File: config.mk
export PLATFORM = sky130hd
export DESIGN_NAME = hex2physical
export DESIGN_NICKNAME = d
export VERILOG_FILES = /design/src/rtl/seg7_pkg.sv /design/src/rtl/hex2seg_lut.sv /design/src/rtl/hex2physical.sv
export SDC_FILE = /design/constraint.sdc
export NUM_CORES = 1
export LEC_CHECK = 0
export ABC_CLOCK_PERIOD_IN_PS = 960
export BUFFER_PORTS_ARGS = -buffer_cell sky130_fd_sc_hd__buf_4
export CORE_AREA = 5 5 42 44
export CTS_CLUSTER_SIZE = 24
export DETAILED_ROUTE_END_ITERATION = 6
export DIE_AREA = 0 0 47 49
export SYNTH_ARGS = -nofsm -noshare
export SYNTH_HDL_FRONTEND = slang
export SYNTH_SLANG_ARGS = --single-unit
File: constraint.sdc
create_clock -name clk -period 0.96 [get_ports clk]
set_clock_uncertainty 0.15 [all_clocks]
set_input_delay 0.144 -clock clk [delete_from_list [all_inputs] [get_ports clk]]
set_output_delay 0.144 -clock clk [all_outputs]
set_load 0.02 [all_outputs]
File: src/rtl/seg7_pkg.sv
// Shared seven-segment constants: active-low blank pattern and digit table.
package seg7_pkg;

  typedef struct packed {
    logic       en;
    logic [3:0] digit;
  } hex_in_t;

  typedef logic [15:0][7:0] seg_table_t;

  localparam logic [7:0] SEG_BLANK = 8'hFF;

  // Entry i is the cathode pattern for digit i; dp (bit7) is always dark.
  // b and d are lowercase so they cannot be confused with 8 and 0.
  localparam seg_table_t SEG_TABLE = {
    8'h8E, 8'h86, 8'hA1, 8'hC6, 8'h83, 8'h88, 8'h90, 8'h80,
    8'hF8, 8'h82, 8'h92, 8'h99, 8'hB0, 8'hA4, 8'hF9, 8'hC0
  };

endpackage

File: src/rtl/hex2seg_lut.sv
// Combinational hex digit to active-low seven-segment cathode pattern.
module hex2seg_lut
  import seg7_pkg::*;
(
  input  logic [3:0] digit,
  output logic [7:0] seg
);

  always_comb begin
    seg = SEG_TABLE[digit];
  end

endmodule

File: src/rtl/hex2physical.sv
// Registered seven-segment driver: enable mux, reset mux, one output flop.
module hex2physical
  import seg7_pkg::*;
(
  input  logic       clk,
  input  logic       rst,
  input  logic [4:0] hex,
  output logic [7:0] cathodes
);

  hex_in_t    hex_s;
  logic [7:0] seg_lut;
  logic [7:0] cathodes_d;
  logic [7:0] cathodes_q;

  assign hex_s = hex_in_t'(hex);

  hex2seg_lut u_lut (
    .digit (hex_s.digit),
    .seg   (seg_lut)
  );

  always_comb begin
    cathodes_d = hex_s.en ? seg_lut : SEG_BLANK;
  end

  // Reset wins over the decoded value so the display goes dark on the next edge.
  always_ff @(posedge clk) begin
    if (rst) cathodes_q <= SEG_BLANK;
    else     cathodes_q <= cathodes_d;
  end

  assign cathodes = cathodes_q;

endmodule

==> impl_metrics.csv <==
group,metric,value,unit
status,violations,"negative setup slack",
finish,final_nets,85,
die,coreArea,1400,um^2
die,die_area,2300,um^2
finish,largest_register_ff_count,7,
logic_synthesis,synth_cell_types,25,
drt,route.detailed.drc,0,
logic_synthesis,synth_area,464,um^2
critical_path,critical_path_class,"reg -> out",
worst_hold_path,holdCritPathClass,"in -> reg",
worst_hold_path,whs_path_depth,2,
global_route,grt_pass1_vias,353,
timing,max_freq,1.02,GHz
die,die_x,47,um
global_route,grt_remaining_overflow,0,
logic_synthesis,avgSynthCellArea,9.28,um^2
drt,drt_iter0_drc,0,
finish,area_growth,42.0,%
worst_hold_path,min_to,"cathodes[6]$_SDFF_PP1_",
critical_path,cpLargestDelayFamily,"flip-flops",
critical_path,slowest_stage,"dfxtp_2",
global_route,antenna_found_initial,0,
clocking,cts_tree,"yes",
clocking,cts_buffers,3,
power,vdd_ir_drop_max,0.295,mV
run,max-cap-violations,0,
timing,setup_viol,7,
power,power_density,1200,nW/um^2
drt,dr.pass1.iters,1,
place,dpl.hpwl,745,um
drt,via_per_inst,4.56,
logic_synthesis,seq_area_frac_synth,30.2,%
clocking,htreeDepth,1,
global_route,grt_pass1_wl,1.54,mm
logic_synthesis,synth_nets,64,
timing,hold_viol,0,
drt,vias,392,
die,initial_core_util,33.1,%
timing,maxSlewViolCount,0,
clocking,clk_pin_slew,50,ps
clocking,cts.sinks,7,
timing,fin_crit,979,ps
place,place.port_buffers,13,
drt,finalWirelength,909,um
die,io_pins,15,
timing,rsz0062_at_grt,"true",
worst_hold_path,worstHoldStart,"hex[3]",
clocking,cts_root_buf,"clkbuf_4",
power,p_leak,0.000297,uW
critical_path,timing.critical_path.fanout_max,1,
die,fp-row-count,14,
drt,antenna_left,0,
finish,final_area,659,um^2
place,dpl-instance-area,598,um^2
die,die_y,49,um
critical_path,arrival,690,ps
logic_synthesis,synth_seq_cells,7,
timing,period_share,102,%
logic_synthesis,syn-instance-count,50,
critical_path,cp-start-kind,"flip-flop",
critical_path,worst-path-buf-inv,1,
critical_path,cp_cell_sequence,"buf_6",
global_route,grt_usage,9.58,%
status,status,"finished with violations",
critical_path,setup.worst_path.end_class,"output pin",
clocking,max-clock-path-buffers,2,
power,total_power,789,uW
finish,insertedDiodeCount,0,
timing,fin_ws,-19.0,ps
global_route,grt_max_degree,14,
logic_synthesis,yosysWarnings,0,
critical_path,slowest_delay,310,ps
finish,final_layout_size_suffix_gt1_share,52.9,%
clocking,postCtsSetupBuffers,0,
critical_path,cp_data_required_time,670,ps
place,place_congestion,0.793,
drt,routedWlPerCell,10.6,um
==> layout make-up <==
class,count,area [um^2]
fill,145,742
tap,16,20.0
multi-input combinational,37,280
clock buffer,4,26.3
timing repair buffer,20,176
sequential,7,149
inverter,2,7.51
==> cells in the final DEF, fill, tap and decap left out, types with 2 or more instances in the layout <==
cell,netlist,layout
mux2i_1,2,2
inv_2,0,2
nand2b_1,2,2
nand2_1,3,3
o211ai_1,2,2
buf_4,1,13
ha_1,7,6
a31oi_1,2,2
o21ai_1,3,3
buf_6,1,7
a21oi_1,3,3
dfxtp_2,0,7
clkbuf_4,0,3
nor2_1,3,3
==> routing by layer <==
metal	global-route usage, %	vias up	part of all wire, %
met2	12.2	11	48
met4	9.68	0	3.2
met1	11.9	167	43
met3	2.58	3	5.5
met5	0	-	0
li1	-	211	-
==> Yosys cell counts <==
| cell | instances | area share (%) |
|---|---|---|
| a21oi_1 | 3 | 3.2 |
| a21oi_2 | 1 | 1.9 |
| a31oi_1 | 2 | 2.7 |
| a32oi_1 | 1 | 1.9 |
| and3_4 | 1 | 2.4 |
| buf_2 | 1 | 1.1 |
| buf_4 | 1 | 1.6 |
| buf_6 | 1 | 2.4 |
| buf_8 | 1 | 3.2 |
| conb_1 | 1 | 0.81 |
| dfxtp_1 | 7 | 30 |
| ha_1 | 7 | 19 |
| inv_1 | 2 | 1.6 |
| mux2_2 | 1 | 2.4 |
| mux2i_1 | 2 | 4.3 |
| nand2_1 | 3 | 2.4 |
| nand2_2 | 1 | 1.3 |
| nand2b_1 | 2 | 2.7 |
| nand3b_1 | 1 | 1.6 |
| nor2_1 | 3 | 2.4 |
| nor2b_1 | 1 | 1.3 |
| o211ai_1 | 2 | 3.2 |
| o21ai_0 | 1 | 1.1 |
| o21ai_1 | 3 | 3.2 |
| o221ai_1 | 1 | 1.9 |
==> logic make-up (layout without fill, tap and decap cells) <==
family	count (synthesis)	in the layout	synth area share, %
buffers and inverters	6	26	9.97
AOI/OAI and AO/OA	14	14	19.1
DFF	7	7	30.2
muxes	3	3	6.74
other	1	1	0.808
adders and majority gates	7	7	18.9
and+or+nand+nor	12	12	14.3
==> how the worst max path moves through the flow <==
stage,slack [ps],start,endpoint,depth (start not counted)
6_report,-20,cathodes[0]$_SDFF_PP1_,cathodes[0],1
5_1_grt,-50,cathodes[0]$_SDFF_PP1_,cathodes[0],1
4_1_cts,-30,cathodes[4]$_SDFF_PP1_,cathodes[4],1
3_5_place_dp,-230,hex[0],cathodes[3]$_SDFF_PP1_,6
3_3_place_gp,-210,hex[0],cathodes[3]$_SDFF_PP1_,6
2_1_floorplan,6,hex[1],cathodes[0]$_SDFF_PP1_,5
==> stage by stage <==
stage | TNS, ps | instances | setup slack, ps | hold WS [ps] | utilization [%]
global placement | -1040 | 82 | -213 | 281 | 42.7
detailed placement | -1110 | 82 | -232 | 286 | 42.7
finish | -94.9 | 86 | -19.0 | 15.7 | 47.1
CTS | -172 | 86 | -29.8 | 9.50 | 47.1
global route | -259 | 86 | -48.2 | 23.1 | 47.1
floorplan | 0 | 50 | 6.15 | 137 | -
==> where the power goes <==
group / internal, uW / switching, uW / total, uW
clock network: 158 / 102 / 260
registers: 313 / 8.18 / 321
logic: 105 / 102 / 208
==> timing repair <==
action,CTS,global route
hold endpoints to repair,0,0
gates cloned,0,0
hold buffers,0,0
endpoints found under the setup margin,7,8
resized for setup,14,1
(Power assumes the default switching activity.)
